File: src/rtl/c17_bist_ctrl_pkg.sv
// Shared types and constants for the c17 BIST controller slice.
package c17_bist_pkg;

  typedef enum logic [1:0] {
    ST_IDLE,
    ST_RUN,
    ST_FLUSH,
    ST_DONE
  } state_e;

  localparam int unsigned      PAT_W         = 5;
  localparam logic [PAT_W-1:0] LFSR_TAPS_DEF = 5'b10100;
  localparam logic [15:0]      MISR_TAPS_DEF = 16'h1021;

  // Fibonacci step: shift left, feedback is the parity of the tapped bits
  function automatic logic [PAT_W-1:0] lfsr_next(input logic [PAT_W-1:0] v,
                                                 input logic [PAT_W-1:0] taps);
    return {v[PAT_W-2:0], ^(v & taps)};
  endfunction

endpackage

File: src/rtl/c17_bist_ctrl_if.sv
// BIST controller <-> bench/CUT signal bundle; the controller takes the slave side.
interface c17_bist_ctrl_if
  import c17_bist_pkg::*;
#(
  parameter int unsigned MISR_W = 16
);
  logic              start;
  logic [PAT_W-1:0]  pat_out;
  logic [1:0]        resp_in;
  logic              busy;
  logic              done;
  logic              pass;
  logic [MISR_W-1:0] signature;

  modport master (output start, resp_in,
                  input  pat_out, busy, done, pass, signature);
  modport slave  (input  start, resp_in,
                  output pat_out, busy, done, pass, signature);
endinterface

File: src/rtl/c17_bist_ctrl_misr.sv
// Multiple-input signature register compacting the 2-bit c17 response stream.
module c17_bist_misr #(
  parameter int unsigned       MISR_W    = 16,
  parameter logic [MISR_W-1:0] MISR_TAPS = 16'h1021
) (
  input  logic              clk,
  input  logic              reset,
  input  logic              clr,
  input  logic              en,
  input  logic [1:0]        data,
  output logic [MISR_W-1:0] sig,
  output logic [MISR_W-1:0] sig_nxt
);
  logic [MISR_W-1:0] sig_q, sig_d;

  always_comb begin
    sig_d = sig_q;
    if (clr) begin
      sig_d = '0;
    end else if (en) begin
      sig_d = {sig_q[MISR_W-2:0], 1'b0}
            ^ (sig_q[MISR_W-1] ? MISR_TAPS : '0)
            ^ MISR_W'(data);
    end
  end

  always_ff @(posedge clk) begin
    if (reset) sig_q <= '0;
    else       sig_q <= sig_d;
  end

  assign sig     = sig_q;
  assign sig_nxt = sig_d;
endmodule

File: src/rtl/c17_bist_ctrl.sv
// BIST controller for the registered c17 CUT: LFSR patterns out, MISR signature in.
// Define C17_BIST_EXHAUSTIVE_EN to replace the LFSR by a 0..31 up-counter (32 patterns).
module c17_bist_ctrl
  import c17_bist_pkg::*;
#(
  parameter int unsigned       NUM_PATTERNS = 31,
  parameter logic [PAT_W-1:0]  LFSR_SEED    = 5'b00001,
  parameter logic [PAT_W-1:0]  LFSR_TAPS    = LFSR_TAPS_DEF,
  parameter int unsigned       CUT_LAT      = 2,
  parameter int unsigned       MISR_W       = 16,
  parameter logic [MISR_W-1:0] MISR_TAPS    = MISR_TAPS_DEF,
  parameter logic [MISR_W-1:0] GOLDEN_SIG   = '0
) (
  input logic            clk,
  input logic            reset,
  c17_bist_ctrl_if.slave bus
);
  localparam int unsigned CNT_W = 6;

`ifdef C17_BIST_EXHAUSTIVE_EN
  localparam int unsigned      NUM_PAT_EFF = 32;
  localparam logic [PAT_W-1:0] FIRST_PAT   = '0;

  function automatic logic [PAT_W-1:0] gen_next(input logic [PAT_W-1:0] v);
    return v + PAT_W'(1);
  endfunction
`else
  localparam int unsigned      NUM_PAT_EFF = NUM_PATTERNS;
  localparam logic [PAT_W-1:0] FIRST_PAT   = (LFSR_SEED == '0) ? PAT_W'(1) : LFSR_SEED;

  function automatic logic [PAT_W-1:0] gen_next(input logic [PAT_W-1:0] v);
    return lfsr_next(v, LFSR_TAPS);
  endfunction
`endif

  state_e             state_q, state_d;
  logic [PAT_W-1:0]   gen_q, gen_d;
  logic [PAT_W-1:0]   pat_q, pat_d;
  logic [CNT_W-1:0]   cnt_q, cnt_d;
  logic [CUT_LAT-1:0] vld_q, vld_d;
  logic               busy_q, busy_d;
  logic               done_q, done_d;
  logic               pass_q, pass_d;
  logic               misr_clr;
  logic [MISR_W-1:0]  sig, sig_nxt;

  // gen_q always holds the pattern to show next; the start edge loads the first one directly
  always_comb begin
    state_d  = state_q;
    gen_d    = gen_q;
    pat_d    = pat_q;
    cnt_d    = cnt_q;
    busy_d   = busy_q;
    done_d   = done_q;
    pass_d   = pass_q;
    misr_clr = 1'b0;
    vld_d    = (vld_q << 1) | CUT_LAT'(state_q == ST_RUN);
    case (state_q)
      ST_IDLE, ST_DONE: begin
        if (bus.start) begin
          state_d  = ST_RUN;
          pat_d    = FIRST_PAT;
          gen_d    = gen_next(FIRST_PAT);
          cnt_d    = '0;
          busy_d   = 1'b1;
          done_d   = 1'b0;
          pass_d   = 1'b0;
          misr_clr = 1'b1;
        end
      end
      ST_RUN: begin
        if (cnt_q == CNT_W'(NUM_PAT_EFF - 1)) begin
          state_d = ST_FLUSH;
          cnt_d   = '0;
        end else begin
          pat_d = gen_q;
          gen_d = gen_next(gen_q);
          cnt_d = cnt_q + CNT_W'(1);
        end
      end
      ST_FLUSH: begin
        // last response is absorbed on this same edge, so judge the next signature
        if (cnt_q == CNT_W'(CUT_LAT - 1)) begin
          state_d = ST_DONE;
          busy_d  = 1'b0;
          done_d  = 1'b1;
          pass_d  = (sig_nxt == GOLDEN_SIG);
        end else begin
          cnt_d = cnt_q + CNT_W'(1);
        end
      end
      default: state_d = ST_IDLE;
    endcase
  end

  always_ff @(posedge clk) begin
    if (reset) begin
      state_q <= ST_IDLE;
      gen_q   <= FIRST_PAT;
      pat_q   <= '0;
      cnt_q   <= '0;
      vld_q   <= '0;
      busy_q  <= 1'b0;
      done_q  <= 1'b0;
      pass_q  <= 1'b0;
    end else begin
      state_q <= state_d;
      gen_q   <= gen_d;
      pat_q   <= pat_d;
      cnt_q   <= cnt_d;
      vld_q   <= vld_d;
      busy_q  <= busy_d;
      done_q  <= done_d;
      pass_q  <= pass_d;
    end
  end

  c17_bist_misr #(
    .MISR_W    (MISR_W),
    .MISR_TAPS (MISR_TAPS)
  ) u_misr (
    .clk     (clk),
    .reset   (reset),
    .clr     (misr_clr),
    .en      (vld_q[CUT_LAT-1]),
    .data    (bus.resp_in),
    .sig     (sig),
    .sig_nxt (sig_nxt)
  );

  assign bus.pat_out   = pat_q;
  assign bus.busy      = busy_q;
  assign bus.done      = done_q;
  assign bus.pass      = pass_q;
  assign bus.signature = sig;
endmodule

File: src/flat_wrapper.sv
// flat-port wrapper written by rule: the top's interface ports become plain ports
module c17_bist_ctrl_flat import c17_bist_pkg::*;
#(
  parameter int unsigned       NUM_PATTERNS = 31,
  parameter logic [PAT_W-1:0]  LFSR_SEED    = 5'b00001,
  parameter logic [PAT_W-1:0]  LFSR_TAPS    = LFSR_TAPS_DEF,
  parameter int unsigned       CUT_LAT      = 2,
  parameter int unsigned       MISR_W       = 16,
  parameter logic [MISR_W-1:0] MISR_TAPS    = MISR_TAPS_DEF,
  parameter logic [MISR_W-1:0] GOLDEN_SIG   = '0
)
  (clk, reset, bus_start, bus_resp_in, bus_pat_out, bus_busy, bus_done, bus_pass, bus_signature);
  c17_bist_ctrl_if #(.MISR_W(MISR_W)) bus_i ();
  input logic clk;
  input logic reset;
  input wire logic [$bits(bus_i.start)-1:0] bus_start;
  input wire logic [$bits(bus_i.resp_in)-1:0] bus_resp_in;
  output wire logic [$bits(bus_i.pat_out)-1:0] bus_pat_out;
  output wire logic [$bits(bus_i.busy)-1:0] bus_busy;
  output wire logic [$bits(bus_i.done)-1:0] bus_done;
  output wire logic [$bits(bus_i.pass)-1:0] bus_pass;
  output wire logic [$bits(bus_i.signature)-1:0] bus_signature;
  assign bus_i.start = bus_start;
  assign bus_i.resp_in = bus_resp_in;
  assign bus_pat_out = bus_i.pat_out;
  assign bus_busy = bus_i.busy;
  assign bus_done = bus_i.done;
  assign bus_pass = bus_i.pass;
  assign bus_signature = bus_i.signature;
  c17_bist_ctrl #(.NUM_PATTERNS(NUM_PATTERNS), .LFSR_SEED(LFSR_SEED), .LFSR_TAPS(LFSR_TAPS), .CUT_LAT(CUT_LAT), .MISR_W(MISR_W), .MISR_TAPS(MISR_TAPS), .GOLDEN_SIG(GOLDEN_SIG)) u_core (.clk(clk), .reset(reset), .bus(bus_i));
endmodule
File: config.mk
export PLATFORM = sky130hd
export DESIGN_NAME = c17_bist_ctrl_flat
export DESIGN_NICKNAME = d
export VERILOG_FILES = /design/src/rtl/c17_bist_ctrl_pkg.sv /design/src/rtl/c17_bist_ctrl_if.sv /design/src/rtl/c17_bist_ctrl_misr.sv /design/src/rtl/c17_bist_ctrl.sv /design/src/flat_wrapper.sv
export SDC_FILE = /design/constraint.sdc
export NUM_CORES = 1
export LEC_CHECK = 0
export BUFFER_PORTS_ARGS = -buffer_cell sky130_fd_sc_hd__clkbuf_2
export CAP_MARGIN = 10
export CORE_MARGIN = 5
export CORE_UTILIZATION = 54
export DETAILED_ROUTE_END_ITERATION = 12
export PLACE_DENSITY_LB_ADDON = 0.08
export SYNTH_ARGS = -nofsm -noshare
export SYNTH_HDL_FRONTEND = slang
export SYNTH_SLANG_ARGS = --single-unit
File: constraint.sdc
create_clock -name clk -period 2.2 [get_ports clk]
set_input_delay 0.22 -clock clk [delete_from_list [all_inputs] [get_ports clk]]
set_output_delay 0.22 -clock clk [all_outputs]
set_load 0.02 [all_outputs]
Yosys cells after proc, flatten, opt, wreduce, memory -nomap -nowiden
Index checks and enable logic that the tools add are counted.
Word-level totals
  register bits after elaboration: 39
  word-level logic and storage cells: 60
  input bits: 5
  output and inout port bits: 24
Cells by class
  bitwise logic cells: 3
  eq/ne operators: 10
  $add $sub $neg: 1
  multiplexer cells: 27
  reduce and logical (&&, ||, !) cells: 10
Operators by type and width (count)
  two-way mux 16 bit: 2
  two-way mux 5 bit: 4
  one-hot mux 5 bit (2 select lines): 2
  two-way mux 6 bit: 3
  one-hot mux 6 bit (3 select lines): 1
  zero test 16 bit: 1
  XOR 16 bit: 1
  XOR 16 x 2 -> 16 bit: 1
  two-way mux 13 bit: 1
  AND reduction 3 bit: 3
  != test 2 bit (second input constant): 4
  two-way mux 1 bit: 7
  adder 6 x 1 -> 6 bit (second input constant): 1
  == test 6 x 1 -> 1 bit (second input constant): 1
  == test 6 x 5 -> 1 bit (second input constant): 1
  two-way mux 2 bit: 3
  one-hot mux 1 bit (2 select lines): 3
  one-hot mux 2 bit (3 select lines): 1
  XOR reduction 5 bit: 1
  == test 2 bit (second input constant): 2
  nonzero test 2 bit: 2
  == test 2 x 1 -> 1 bit (second input constant): 1
  zero test 2 bit: 1
  != test 2 x 1 -> 1 bit (second input constant): 1
  other kinds (3): 3

Logic depth before layout (Yosys ltp)
  depth in word-level cells: 8
  depth in mapped cells: 7
  gate-level depth less buffers: 7

Hierarchy
From an unflattened synthesis, not the netlist that was laid out.
Second synthesis, totals
  cell total of the unflattened synthesis: 194
  area, all modules: 1770.4 µm²
Modules (own cells, without submodules)
  c17_bist_ctrl: area an instance 1063.5 µm², cells an instance 118, sequential area each 380.4 µm², times used 1
  c17_bist_misr: area an instance 706.9 µm², cells an instance 76, sequential area each 320.3 µm², times used 1

Worst setup path after synthesis
Ideal clock, no wire load.
  path type: reg-to-reg
  from: reg u_core.state_q[0]
  to: reg u_core.gen_q[0]
  library setup time: 122 ps
  stages on the path, launching flop included: 7
  setup slack: 453 ps
  required time: 2078 ps
  clock period less this slack: 1747 ps
  buffers on the path: 0
  arrival time: 1625 ps
  cells stage by stage: dfxtp_1 > inv_1 > ha_1 > nor2b_1 > a21oi_2 > nor2_1 > a311o_1
Between the ends
  cells in the longest elaborated chain, start to end: 4
  elaborated cells between the ends (all ways): 9
  classes of those cells: 4 x eq/ne; 1 x mux; 4 x reduce/logical
Ends and longest elaborated chain
  start, declared: line c17_bist_ctrl.sv:36  | state_e state_q, state_d;
  start signal, assigned: line c17_bist_ctrl.sv:107  | state_q <= state_d;
  == test 2 bit or zero test 2 bit (tied branches): line c17_bist_ctrl.sv:58  | case (state_q)
  OR reduction 2 bit: line c17_bist_ctrl.sv:58
  != test 2 bit (no source line) or nonzero test 2 bit (tied branches)
  AND reduction 3 bit (no source line)
  end signal, assigned: line c17_bist_ctrl.sv:108  | gen_q <= gen_d;
  end, declared: line c17_bist_ctrl.sv:37  | logic [PAT_W-1:0] gen_q, gen_d;
Parallel ways exist; a longest one is shown, timed or not.
A chain may end at the register's enable or synchronous reset.

Worst setup path after layout
  from: reg u_core.state_q[0]
  to: reg u_core.cnt_q[4]
Between the ends
  cells in the longest elaborated chain, start to end: 4
  elaborated cells between the ends (all ways): 9
  classes of those cells: 5 x eq/ne; 1 x mux; 3 x reduce/logical
Ends and longest elaborated chain
  == test 2 bit or zero test 2 bit (tied branches): line c17_bist_ctrl.sv:58
  OR reduction 2 bit: line c17_bist_ctrl.sv:58
  != test 2 bit (no source line)
  AND reduction 2 bit (no source line)
  end signal, assigned: line c17_bist_ctrl.sv:110  | cnt_q <= cnt_d;
  end, declared: line c17_bist_ctrl.sv:39  | logic [CNT_W-1:0] cnt_q, cnt_d;
Parallel ways exist; a longest one is shown, timed or not.

==> results.md <==
- Status: finished clean
- Syn Std Cell Area: 1643 um2
- Final global-route overflow total: 0
- Yosys warning total: 0
- Hold Buf Count CTS: 0
- Worst-Margin Slew: 0.6938 ns
- Initial antenna violation count: 0
- Area of the multi-input gates: 845.8 um2
- Buffers & Inverters on Critical Path: 1
- Global-route wire length before repair: 5775 um
- Critical Path AT: 2.19 ns
- Avg WL per Cell: 13.84 um
- Prevailing post-synth register cell: dfxtp_1
- Clk buf depth: 2
- Element type at the critical path end: flip-flop
- Total Wirelength: 3350 um
- Syn Inst Count: 185
- Synth area leader: dfxtp_1
- CTS Buf Count: 5
- Final Power: 1.748 mW
- Final setup fails: 0
- Switching share of power: 0.3819
- Via-per-instance ratio: 5.438
- Most frequent cell after synthesis: dfxtp_1
- Max Fclk: 505.7 MHz
- Vias: 1316
- Psw: 0.6675 mW
- Power Density: 962.7 nW/um2
- DR iter-0 viols: 76
- Register area: about 700 um2
- DIE HEIGHT: 65.16 um
- Distinct cells, synth: 40
- Fin cells: 242
- Fraction of power consumed by sequential logic: 0.441
- IO Pins: 29
- Critical Path RT: 2.41 ns
- Largest net degree at the start of global routing: 22
- RSZ-0062 raised after global routing: no
- Yosys top cell area share: 0.4265
- Synth cell count leaders: dfxtp_1 (35), nor2_1 (31), mux2i_1 (14)
- Die X: between 60 and 70 um
- CTS tree: done
- CTS HTree Levels: 2
- Post-synth EDFFs: 0
- First-pass DRT Iterations: 4
- Hold WS: 0.2063 ns
- Post-DP HPWL: around 2500 um
- Port bufs: 28
- Area of the core: just under 3000 um2
- GRT Util Overall: 0.1758
- Logic pwr share: 0.370
- Root Driver: clkbuf_4
- Die ar.: 4245 um2
- Vias in the first global route: 1263
- Static Leak: about 0.75 nW
- Endpoints failing hold: 0
- Worst hold path type: in2reg
- DP Cell Count: 234
- Cts repair resizes: 0
- Crit-path cells: inv_1, ha_1, nor2b_1, a31oi_1, nand4_1, xor2_1, nor2_1
- Clock tree sinks: 35
- Clk pwr share: 0.188
- Row cnt: 20
- CP Launch Type: flip-flop
- Cell family with most CP delay: simple AND/OR/NAND/NOR gates
- GRT met2 Usage: 0.2861
- GR peak layer: met2
- Max Slew Vio Count: 0
- P_int: 1.080 mW
- Period minus WS final: ~2.0 ns
- Post-CTS setup buffers: 0
- GPL Wtd Cong: around 0.84
- Syn Nets: between 150 and 200
- Layout cell share with drive strength beyond 1: 0.1914
- Crit share post-route: 0.8989
- Design area: 1815 um2
- Synthesis-stage register bit count: 35
- Placed cell area: between 1500 and 2000 um2
- CP Max Fanout: 8
- DR DRC count: 0
- Clk Latency, worst-skew pair: 0.34 ns
- Max-Cap Viols: 0
- VDD IR-drop max: 0.0004215 V
- Fin nets: 219
- CTS clk-pin slew, worst paths: 0.11 ns
- Rel. slew slack: 0.5368
- # diodes: 0
- Detail Route Antenna Nets: 0
- Area delta synth->final: 10.51%
- Ys async rst share: 0
- GRT met1 Usage: 0.2173
- Initial Util: 0.5517
- Ranking of synthesized cells by area: dfxtp_1 (43%), mux2i_1 (8.5%), nor2_1 (7.1%)
- Fin Setup TNS: 0 ns
- Syn_area_per_cell: 8.880 um2
- Slowest stage delay, CP: 0.40 ns
- Sequential area share after synthesis: 0.4265
- Met3 Resource Use GR: 0.04786
- Setup Crit Path Kind: reg2reg
- Critical path's slowest cell: dfxtp_1
- Layout fillers: between 200 and 300
- Skew final: about 0.012 ns
## worst register-to-register path, stage by stage (launching register included)
cell	delay, ns
dfxtp_1	0.40
inv_1	0.06
ha_1	0.37
nor2b_1	0.22
a31oi_1	0.40
nand4_1	0.19
xor2_1	0.16
nor2_1	0.05
## flip-flops by register name (all words and copies together), names as in the netlist
| signal | count |
|---|---|
| u_core.u_misr.sig | 16 |
| u_core.cnt_q | 6 |
| u_core.bus.pat_out | 5 |
| u_core.state_q | 2 |
| u_core.vld_q | 2 |
| u_core.bus.busy | 1 |
| u_core.bus.done | 1 |
| u_core.bus.pass | 1 |
| u_core.gen_q | 1 |
## per-layer routing
layer | vias to the layer above | routed length (um)
li1 | 672 | -
met1 | 612 | 1542
met2 | 24 | 1564
met3 | 8 | 179
met4 | 0 | 63
met5 | - | 0
## cells by family after synthesis
| family | after synthesis | share of synthesized area |
|---|---|---|
| flops | 35 | 0.4265 |
| compound gates | 32 | 0.1348 |
| mux | 14 | 0.08530 |
| xor+xnor | 8 | 0.04265 |
| simple gates | 69 | 0.2064 |
| fa+ha+maj | 6 | 0.04570 |
| buf+inv | 21 | 0.05864 |
## placed cells by master, fill, tap and decap left out, drive strengths merged, types with 4 or more instances in the layout
cell / count
dfxtp: 35
clkbuf: 35
nor2: 31
mux2i: 14
nand2: 12
a21oi: 9
inv: 8
ha: 6
a211oi: 5
and2: 5
nand2b: 4
xnor2: 4
a31oi: 4
xor2: 4
## worst paths after layout
check / startpoint / endpoint / slack, ns / cells past startpoint
worst max-delay path: u_core.state_q[0] / u_core.cnt_q[4] / 0.22 / 7
worst min-delay path: bus_resp_in[1] / u_core.u_misr.sig[1] / 0.21 / 3
worst max register to register: u_core.state_q[0] / u_core.cnt_q[4] / 0.22 / 7
worst min register to register: u_core.bus.done / u_core.bus.done / 0.47 / 2
## stage by stage
stage	setup slack, ns	util
final	0.2224	0.6097
after global routing	0.07669	0.6097
after CTS	0.2242	0.6097
after detailed placement	0.2510	0.5929
after global placement	0.3625	0.5929
after floorplan	0.4527	-
## power groups by stage
| stage | combinational, mW | sequential, mW | clock (mW) |
|---|---|---|---|
| 2_1_floorplan | 0.498 | 0.795 | 0 |
| 3_3_place_gp | 0.618 | 0.780 | 0 |
| 6_report | 0.647 | 0.771 | 0.329 |
| 3_5_place_dp | 0.646 | 0.786 | 0 |
| 4_1_cts | 0.648 | 0.772 | 0.347 |
| 5_1_grt | 0.718 | 0.784 | 0.375 |
## layout make-up
type                    count  share of cell area
clock buffers               7             0.02481
clock inverters             1            0.002757
flip-flops and latches     35              0.3859
repair buffers             29             0.08132
multi-input cells         129              0.4659
inverters                   8             0.01654
well taps                  33             0.02274
(Power assumes the default switching activity.)
